`config.mk`:
```
export PLATFORM = sky130hd
export DESIGN_NAME = condicionador_pulso
export DESIGN_NICKNAME = d
export VERILOG_FILES = /design/src/rtl/condicionador_pkg.sv /design/src/rtl/condicionador_pulso_sincronizador.sv /design/src/rtl/condicionador_pulso.sv
export SDC_FILE = /design/constraint.sdc
export NUM_CORES = 1
export LEC_CHECK = 0
export BUFFER_PORTS_ARGS = -buffer_cell sky130_fd_sc_hd__buf_2
export CAP_MARGIN = 20
export CORE_MARGIN = 4
export CORE_UTILIZATION = 47
export CTS_CLUSTER_DIAMETER = 200
export DETAILED_ROUTE_END_ITERATION = 8
export PLACE_DENSITY = 0.71
export SLEW_MARGIN = 20
export SYNTH_ARGS = -nofsm -noshare
export SYNTH_HDL_FRONTEND = slang
export SYNTH_SLANG_ARGS = --single-unit
```
`constraint.sdc`:
```
create_clock -name clk -period 1.4 [get_ports clk]
set_clock_uncertainty 0.05 [all_clocks]
set_input_delay 0.14 -clock clk [delete_from_list [all_inputs] [get_ports clk]]
set_output_delay 0.14 -clock clk [all_outputs]
set_load 0.005 [all_outputs]
```
`src/rtl/condicionador_pkg.sv`:
```
// Shared types for the push-button conditioner feeding semaforo_1.
package condicionador_pkg;
    typedef enum logic [1:0] {OCIOSO, FILTRA_SUBIDA, PRESSIONADO, FILTRA_DESCIDA} estado_t;
    localparam int CONTAGEM_W = 8;
endpackage

```
`src/rtl/condicionador_pulso_sincronizador.sv`:
```
// Multi-flop synchroniser for an asynchronous single-bit input.
module sincronizador #(
    parameter int STAGES = 2
) (
    input  logic clk,
    input  logic reset,
    input  logic d,
    output logic q
);
    logic [STAGES-1:0] ff;

    generate
        if (STAGES < 2) begin : g_chk_stages
            $error("sincronizador: STAGES must be >= 2");
        end
    endgenerate

    always_ff @(posedge clk or negedge reset) begin
        if (!reset) ff <= '0;
        else        ff <= {ff[STAGES-2:0], d};
    end

    assign q = ff[STAGES-1];
endmodule

```
`src/rtl/condicionador_pulso.sv`:
```
// Button conditioner: sync, debounce, one pulse per accepted press, pulse counter.
// Optional `AUTO_REPEAT_EN adds hold-to-repeat pulses while PRESSIONADO.
module condicionador_pulso
    import condicionador_pkg::*;
#(
    parameter int DEBOUNCE_CYCLES = 4,
    parameter int REPEAT_DELAY    = 16,
    parameter int REPEAT_PERIOD   = 8
) (
    input  logic                  clk,
    input  logic                  reset,
    input  logic                  botao_in,
    output logic                  pulso,
    output logic                  nivel,
    output logic [CONTAGEM_W-1:0] contagem_pulsos
);
    localparam int CNT_W = $clog2(DEBOUNCE_CYCLES + 1);
    localparam logic [CNT_W-1:0] CNT_FIM = CNT_W'(DEBOUNCE_CYCLES - 1);
    // With a single-cycle filter the FILTRA_* states are skipped entirely.
    localparam bit FILTRO_UNITARIO = (DEBOUNCE_CYCLES == 1);

    generate
        if (DEBOUNCE_CYCLES < 1) begin : g_chk_debounce
            $error("condicionador_pulso: DEBOUNCE_CYCLES must be >= 1");
        end
        if (REPEAT_PERIOD < 1 || REPEAT_DELAY < REPEAT_PERIOD) begin : g_chk_repeat
            $error("condicionador_pulso: need 1 <= REPEAT_PERIOD <= REPEAT_DELAY");
        end
    endgenerate

    logic             botao_s;
    estado_t          estado;
    logic [CNT_W-1:0] cnt;
    logic [CNT_W-1:0] cnt_nxt;
    logic             repete;

    sincronizador #(.STAGES(2)) u_sinc (
        .clk   (clk),
        .reset (reset),
        .d     (botao_in),
        .q     (botao_s)
    );

    // cnt counts stable samples beyond the first; accept when D samples seen.
    assign cnt_nxt = cnt + 1'b1;

`ifdef AUTO_REPEAT_EN
    localparam int REP_W = $clog2(REPEAT_DELAY + 1);
    logic [REP_W-1:0] rep;
    logic [REP_W-1:0] rep_nxt;

    assign rep_nxt = rep + 1'b1;
    assign repete  = (estado == PRESSIONADO) && botao_s && !pulso &&
                     (rep_nxt == REP_W'(REPEAT_DELAY));

    // Reloading to DELAY-PERIOD makes each later repeat land PERIOD cycles apart.
    always_ff @(posedge clk or negedge reset) begin
        if (!reset) begin
            rep <= '0;
        end else begin
            case (estado)
                PRESSIONADO:    if (botao_s) rep <= repete ? REP_W'(REPEAT_DELAY - REPEAT_PERIOD) : rep_nxt;
                FILTRA_DESCIDA: rep <= rep;
                default:        rep <= '0;
            endcase
        end
    end
`else
    assign repete = 1'b0;
`endif

    always_ff @(posedge clk or negedge reset) begin
        if (!reset) begin
            estado <= OCIOSO;
            cnt    <= '0;
            pulso  <= 1'b0;
            nivel  <= 1'b0;
        end else begin
            pulso <= repete;
            case (estado)
                OCIOSO: begin
                    nivel <= botao_s && FILTRO_UNITARIO;
                    if (botao_s) begin
                        cnt <= '0;
                        if (FILTRO_UNITARIO) begin
                            estado <= PRESSIONADO;
                            pulso  <= 1'b1;
                        end else begin
                            estado <= FILTRA_SUBIDA;
                        end
                    end
                end
                FILTRA_SUBIDA: begin
                    nivel <= botao_s && (cnt_nxt == CNT_FIM);
                    if (!botao_s) begin
                        estado <= OCIOSO;
                    end else if (cnt_nxt == CNT_FIM) begin
                        estado <= PRESSIONADO;
                        pulso  <= 1'b1;
                    end else begin
                        cnt <= cnt_nxt;
                    end
                end
                PRESSIONADO: begin
                    nivel <= botao_s || !FILTRO_UNITARIO;
                    if (!botao_s) begin
                        cnt    <= '0;
                        estado <= FILTRO_UNITARIO ? OCIOSO : FILTRA_DESCIDA;
                    end
                end
                FILTRA_DESCIDA: begin
                    nivel <= botao_s || (cnt_nxt != CNT_FIM);
                    if (botao_s)                 estado <= PRESSIONADO;
                    else if (cnt_nxt == CNT_FIM) estado <= OCIOSO;
                    else                         cnt    <= cnt_nxt;
                end
                default: begin
                    estado <= OCIOSO;
                    nivel  <= 1'b0;
                end
            endcase
        end
    end

    always_ff @(posedge clk or negedge reset) begin
        if (!reset)     contagem_pulsos <= '0;
        else if (pulso) contagem_pulsos <= contagem_pulsos + 1'b1;
    end
endmodule

```
==> results of run 1 <==
-- cell usage after synthesis --
library cell,count
o311ai_4,1
a21oi_1,3
nand2b_1,1
o21ai_0,1
o221ai_1,1
inv_1,1
xor2_1,4
and3_1,1
xnor2_2,1
ha_1,3
and2_4,1
nand2_1,4
mux2_2,2
nor2_1,2
xnor2_1,5
nand4_1,6
nand3_1,1
dfrtp_1,17
nor3b_1,1
nand3_2,1
mux2_1,1
-- power groups by stage --
stage,clock (mW),combinational [mW],sequential [mW]
2_1_floorplan,0,0.308,0.728
3_3_place_gp,0,0.442,0.742
3_5_place_dp,0,0.463,0.744
4_1_cts,0.266,0.493,0.750
5_1_grt,0.298,0.609,0.770
6_report,0.258,0.542,0.750
-- cell families after synthesis --
group	share of synthesized area, %
AO/OA/AOI/OAI	7.30
AND/OR/NAND/NOR	13.8
multiplexers	4.48
buffers and inverters	0.497
flip-flops	56.4
adder cells (fa/ha/maj)	4.98
XOR/XNOR	12.6
-- state kept, by name (all words and copies together) (netlist names), named ones only --
register	cells
nivel	1
estado	1
pulso	1
contagem_pulsos	8
u_sinc.ff	2
cnt	3
-- critical path, cell delays in order, from the launching register on --
cell	delay, ns
dfrtp_1	0.44
ha_4	0.20
xnor2_4	0.20
nand3_2	0.13
mux2_4	0.32
-- path summary, 6_finish.rpt --
path | endpoint | slack (ns) | cells past startpoint
min reg2reg | u_sinc.ff[1]$_DFF_PN0_ | 0.31 | 0
min in group clk | u_sinc.ff[1]$_DFF_PN0_ | 0.31 | 0
min | contagem_pulsos[2]$_DFFE_PN0P_ | 0.24 | 2
max reg2reg | nivel$_DFF_PN0_ | -0.04 | 4
max | nivel$_DFF_PN0_ | -0.04 | 4
max in group asynchronous | contagem_pulsos[4]$_DFFE_PN0P_ | 0.80 | 2
-- cell usage in the layout (no fill, tap or decap) --
| cell | Yosys | routed |
|---|---|---|
| dfrtp_1 | 17 | 17 |
| buf_2 | 0 | 12 |
| nand4_1 | 6 | 6 |
| xnor2_1 | 5 | 5 |
| buf_4 | 0 | 5 |
| xor2_1 | 4 | 4 |
| nand2_1 | 4 | 4 |
| a21oi_1 | 3 | 3 |
| clkbuf_4 | 0 | 3 |
| mux2_2 | 2 | 2 |
| nor2_1 | 2 | 2 |
| dlygate4sd3_1 | 0 | 2 |
| inv_1 | 1 | 1 |
| xnor2_4 | 0 | 1 |
| nand3_2 | 1 | 1 |
| nor3b_2 | 0 | 1 |
| mux2_4 | 0 | 1 |
| and2_4 | 1 | 1 |
| and3_1 | 1 | 1 |
| o21ai_0 | 1 | 1 |
| nand2b_1 | 1 | 1 |
| o311ai_4 | 1 | 1 |
| nand3_1 | 1 | 1 |
| o221ai_1 | 1 | 1 |
| ha_2 | 0 | 1 |
| ha_4 | 0 | 1 |
| ha_1 | 3 | 1 |
| clkinv_2 | 0 | 1 |
-- stage by stage --
stage | instance area, um2 | worst slack (ns)
floorplan | 757 | 0.0189
CTS | 928 | -0.0493
global placement | 860 | -0.0361
global route | 955 | -0.0941
finish | 955 | -0.0440
detailed placement | 860 | -0.0662
-- layout make-up --
class | count | area (um2) | share of cell area, %
flip-flops and latches | 17 | 425 | 44.6
clock inverters | 1 | 5.00 | 0.524
inverters | 1 | 3.75 | 0.393
clock buffers | 3 | 22.5 | 2.36
well taps | 16 | 20.0 | 2.10
multi-input cells | 40 | 360 | 37.7
repair buffers | 19 | 118 | 12.3
-- what timing repair did --
action,4_1_cts,5_1_grt
setup endpoints to repair,4,5
hold endpoints to repair,18,0
hold buffers,2,0
gates resized for setup,2,3
pin swaps,0,2
setup buffers,0,2
-- metal layers --
layer	up-vias	GRT usage (%)
li1	250	-
met1	242	18.7
met2	11	19.5
met3	2	5.64
met4	0	6.45
met5	-	0
==> impl_metrics.csv, run 1 <==
group,metric,value,unit
outcome,outcome,"complete, but fails checks",
outcome,violations,"negative setup slack",
clock_tree,cts.sinks,17,
clock_tree,cts_max_level,1,
detailed_routing,wl_per_cell,13.9,um
synth,yosysSeqAreaShare,56.4,%
detailed_routing,drtIter0Drc,8,
min_path,hold_path.class,"in2async",
power,power.total,1.55,mW
sta,max_freq,693,MHz
power,leakage,0.461,nW
die,coreArea,1510,um2
clock_tree,clk_pin_slew,0.10,ns
global_routing,antenna_found_initial,0,
die,die_x,48.1,um
detailed_routing,met1_length,639,um
placement,gp_congestion,0.818,
detailed_routing,ant_nets,0,
detailed_routing,wirelength,1340,um
power,p_int,1.01,mW
sta,tns,-0.0628,ns
clock_tree,root_buffer,"clkbuf_4",
sta,rsz0062_at_grt,"true",
sta,hold_viol,0,
detailed_routing,first_pass_iters,2,
critical_path,reg2reg_from,"cnt[1]$_DFFE_PN0P_",
die,die-area,2310,um2
power,cellPowerDensity,1620,nW/um2
synth,ys_top_cells_by_area,"dfrtp_1, xnor2_1, ha_1",
detailed_routing,highest_layer,"met4",
sta,fin_crit_sh,103,%
sta,fin_crit,1.44,ns
critical_path,cp.arrival,1.58,ns
power,p_switching,0.537,mW
power,p_comb_share,35.0,%
detailed_routing,wl_met3,68,um
layout,drive_above_1_share,38.3,%
die,fp.dieH,48.1,um
critical_path,worst_setup_path_start_kind,"register",
sta,slew_headroom,74.9,%
sta,finalSetupViolations,2,
sta,max_slew.worst_pin.slew,0.375,ns
placement,dp_hpwl,935,um
layout,fin_nets,88,
synth,synth_area_leader_cell,"dfrtp_1",
synth,syn_area_per_cell,13.0,um2
detailed_routing,routed-wl-met2,624,um
clock_tree,worstSkewPairLatency,0.29,ns
die,num_io_pins,13,
placement,portBuffers,12,
die,initial_core_util,50.1,%
synth,ys.warnings.count,0,
layout,area_delta_synth_final,26.5,%
layout,fin_util,63.4,%
global_routing,gr-total-overflow,0,
clock_tree,cts_buffer_depth,2,
synth,synth_top_area_share,56.4,%
synth,syn-num-nets,64,
job,cap_violations,0,
global_routing,grt_pass1_vias,444,
placement,dp.cells,89,
layout,fin_cells,97,
critical_path,required,1.53,ns
power,sw_frac_of_total,34.6,%
layout,fill_cells,127,
critical_path,crit_fanout,4,
detailed_routing,route.detailed.drc,0,
global_routing,gr-usage-all-layers,13.9,%
power,p_clk_share,16.7,%
global_routing,grt_start_max_net_pins,18,
synth,ys_ff_latch,17,
power,ir_drop,1120,uV
detailed_routing,via_per_inst,5.21,
synth,syn_inst,58,
critical_path,cp-startpoint,"cnt[1]$_DFFE_PN0P_",
layout,antenna_cells,0,
detailed_routing,vias,505,
sta,report.final.slew_viol_count,0,
critical_path,criticalPathCategory,"reg2reg",
sta,holdWs,0.239,ns
synth,yosysUniqueCellTypes,21,
synth,netlist_area,754,um2
global_routing,grt_pass1_wl,2060,um
power,seqPwrFrac,48.4,%
sta,fin_ws,-0.0440,ns
die,placementRows,14,
clock_tree,cts_buffers,3,
critical_path,end_kind,"register",
clock_tree,cts_tree,"built",
No activity file was read; power rests on OpenSTA's default activity.
==> inputs of run 2 (changes only) <==
--- a/config.mk
+++ b/config.mk
@@ -7,11 +7,13 @@
 export LEC_CHECK = 0
 export BUFFER_PORTS_ARGS = -buffer_cell sky130_fd_sc_hd__buf_2
 export CAP_MARGIN = 20
+export CELL_PAD_IN_SITES_DETAIL_PLACEMENT = 1
+export CELL_PAD_IN_SITES_GLOBAL_PLACEMENT = 1
 export CORE_MARGIN = 4
-export CORE_UTILIZATION = 47
+export CORE_UTILIZATION = 38
 export CTS_CLUSTER_DIAMETER = 200
 export DETAILED_ROUTE_END_ITERATION = 8
-export PLACE_DENSITY = 0.71
+export PLACE_DENSITY_LB_ADDON = 0.1
 export SLEW_MARGIN = 20
 export SYNTH_ARGS = -nofsm -noshare
 export SYNTH_HDL_FRONTEND = slang
==> impl_metrics.csv, run 2 (synthesized netlist as in run 1, its figures left out) <==
group,metric,value,unit
detailed_routing,wirelength,1400,um
sta,tns,-0.00141,ns
detailed_routing,drtIter0Drc,2,
sta,fin_ws,-0.00141,ns
sta,fin_crit_sh,100,%
critical_path,end_kind,"register",
outcome,violations,"negative setup slack",
power,cellPowerDensity,1620,nW/um2
critical_path,cp.arrival,1.55,ns
sta,rsz0062_at_grt,"true",
global_routing,antenna_found_initial,0,
layout,drive_above_1_share,36.3,%
die,die_x,52.6,um
detailed_routing,first_pass_iters,2,
die,initial_core_util,41.9,%
critical_path,criticalPathCategory,"reg2reg",
clock_tree,root_buffer,"clkbuf_4",
detailed_routing,route.detailed.drc,0,
clock_tree,cts_buffers,3,
layout,largestRegisters,"contagem_pulsos (8), cnt (3), u_sinc.ff (2)",
layout,fill_cells,204,
die,placementRows,15,
layout,regMostFlops,"contagem_pulsos",
clock_tree,cts_max_level,1,
global_routing,grt_pass1_vias,564,
critical_path,crit_fanout,3,
job,cap_violations,0,
detailed_routing,wl_per_cell,13.4,um
placement,place_area,878,um2
global_routing,grt_pass1_wl,2560,um
detailed_routing,ant_nets,0,
sta,fin_crit,1.40,ns
critical_path,slowest_delay,0.44,ns
min_path,hold_path.class,"in2async",
layout,largest_reg_flops,8,
die,fp.dieH,52.6,um
layout,area_delta_synth_final,26.7,%
layout,fin_util,53.1,%
outcome,outcome,"complete, but fails checks",
placement,dp_hpwl,1030,um
clock_tree,cts_tree,"built",
global_routing,grt_start_max_net_pins,18,
critical_path,required,1.55,ns
sta,max_freq,714,MHz
power,ir_drop,937,uV
critical_path,worst_setup_path_start_kind,"register",
layout,fin_nets,87,
die,die-area,2760,um2
sta,slew_headroom,73.6,%
layout,antenna_cells,0,
clock_tree,cts.sinks,17,
layout,final_common_cell,"dfrtp_1",
sta,hold_viol,0,
critical_path,worstPathCellList,"ha_4 > xnor2_4 > nand3_2 > mux2_4",
die,coreArea,1800,um2
critical_path,cp_slowest_cell,"dfrtp_1",
sta,finalSetupViolations,1,
clock_tree,post_cts_buffers,0,
clock_tree,worstSkewPairLatency,0.29,ns
layout,final_cell_mix,"dfrtp_1, buf_2, nand4_1",
placement,portBuffers,12,
global_routing,gr-total-overflow,0,
layout,final_cell_area,956,um2
sta,report.final.slew_viol_count,0,
clock_tree,cts_buffer_depth,2,
power,leakage,0.452,nW
sta,max_slew.worst_pin.slew,0.393,ns
placement,gp_congestion,0.677,
global_routing,gr-usage-all-layers,12.6,%
detailed_routing,via_per_inst,4.95,
detailed_routing,vias,520,
clock_tree,clk_pin_slew,0.12,ns
die,num_io_pins,13,
==> run 2: cell count changes in the layout (fill, tap and decap cells not counted) <==
| cell | change |
|---|---|
| o21ai_1 | +1 |
| buf_4 | -1 |
| o21ai_0 | -1 |
| nor3b_1 | +1 |
| nor3b_2 | -1 |
| clkinv_2 | -1 |
| clkinvlp_4 | +1 |
==> run 2: timing repair <==
item,CTS,global route
pin swaps,0,2
resized for setup,3,2
setup endpoints to repair,3,5
hold buffers,2,0
endpoints found under the hold margin,18,0
==> run 2: area by class of cell <==
cell class / instances / area [um2] / area share, %
clock buffers: 3 / 22.5 / 2.36
well taps: 25 / 31.3 / 3.27
clock inverters: 1 / 7.51 / 0.785
multi-input cells: 40 / 355 / 37.2
repair buffers: 18 / 110 / 11.5
flip-flops and latches: 17 / 425 / 44.5
inverters: 1 / 3.75 / 0.393
==> run 2: worst paths after layout <==
| path | from | endpoint | slack (ns) | cells after the start |
|---|---|---|---|---|
| max | cnt[0]$_DFFE_PN0P_ | nivel$_DFF_PN0_ | -0.001 | 4 |
| min | reset | cnt[2]$_DFFE_PN0P_ | 0.25 | 2 |
| max reg2reg | cnt[0]$_DFFE_PN0P_ | nivel$_DFF_PN0_ | -0.001 | 4 |
| min reg2reg | u_sinc.ff[0]$_DFF_PN0_ | u_sinc.ff[1]$_DFF_PN0_ | 0.33 | 0 |
| max in group asynchronous | reset | contagem_pulsos[6]$_DFFE_PN0P_ | 0.76 | 2 |
| min in group clk | u_sinc.ff[0]$_DFF_PN0_ | u_sinc.ff[1]$_DFF_PN0_ | 0.33 | 0 |
==> run 2: power by group <==
| part | internal [mW] | switching [mW] |
|---|---|---|
| sequential | 0.604 | 0.145 |
| combinational | 0.295 | 0.232 |
| clock | 0.109 | 0.166 |
==> run 2: metrics by stage <==
stage	cells	hold WS [ns]	setup WS [ns]	power, mW
2_1_floorplan	58	-0.206	0.0189	1.04
3_3_place_gp	99	0.0373	-0.00254	1.21
3_5_place_dp	99	0.0401	-0.0474	1.23
4_1_cts	105	0.247	-0.0177	1.57
5_1_grt	105	0.261	-0.0679	1.68
6_report	105	0.248	-0.00141	1.55
==> run 2: layer usage <==
layer | up-vias | share of wire (%) | GRT usage [%] | routed length (um)
met1 | 258 | 47 | 16.7 | 662
met5 | - | 0 | 0 | 0
met2 | 10 | 47 | 20.0 | 664
met3 | 2 | 4.1 | 3.42 | 57
met4 | 0 | 1.2 | 3.83 | 17
li1 | 250 | - | - | -
==> run 2: critical path, delay by kind of cell (launching register included) <==
| kind | cells | cell delay, ns |
|---|---|---|
| adders and majority gates | 1 | 0.20 |
| muxes | 1 | 0.32 |
| DFF | 1 | 0.44 |
| and+or+nand+nor | 1 | 0.12 |
| xor gates and xnor gates | 1 | 0.17 |
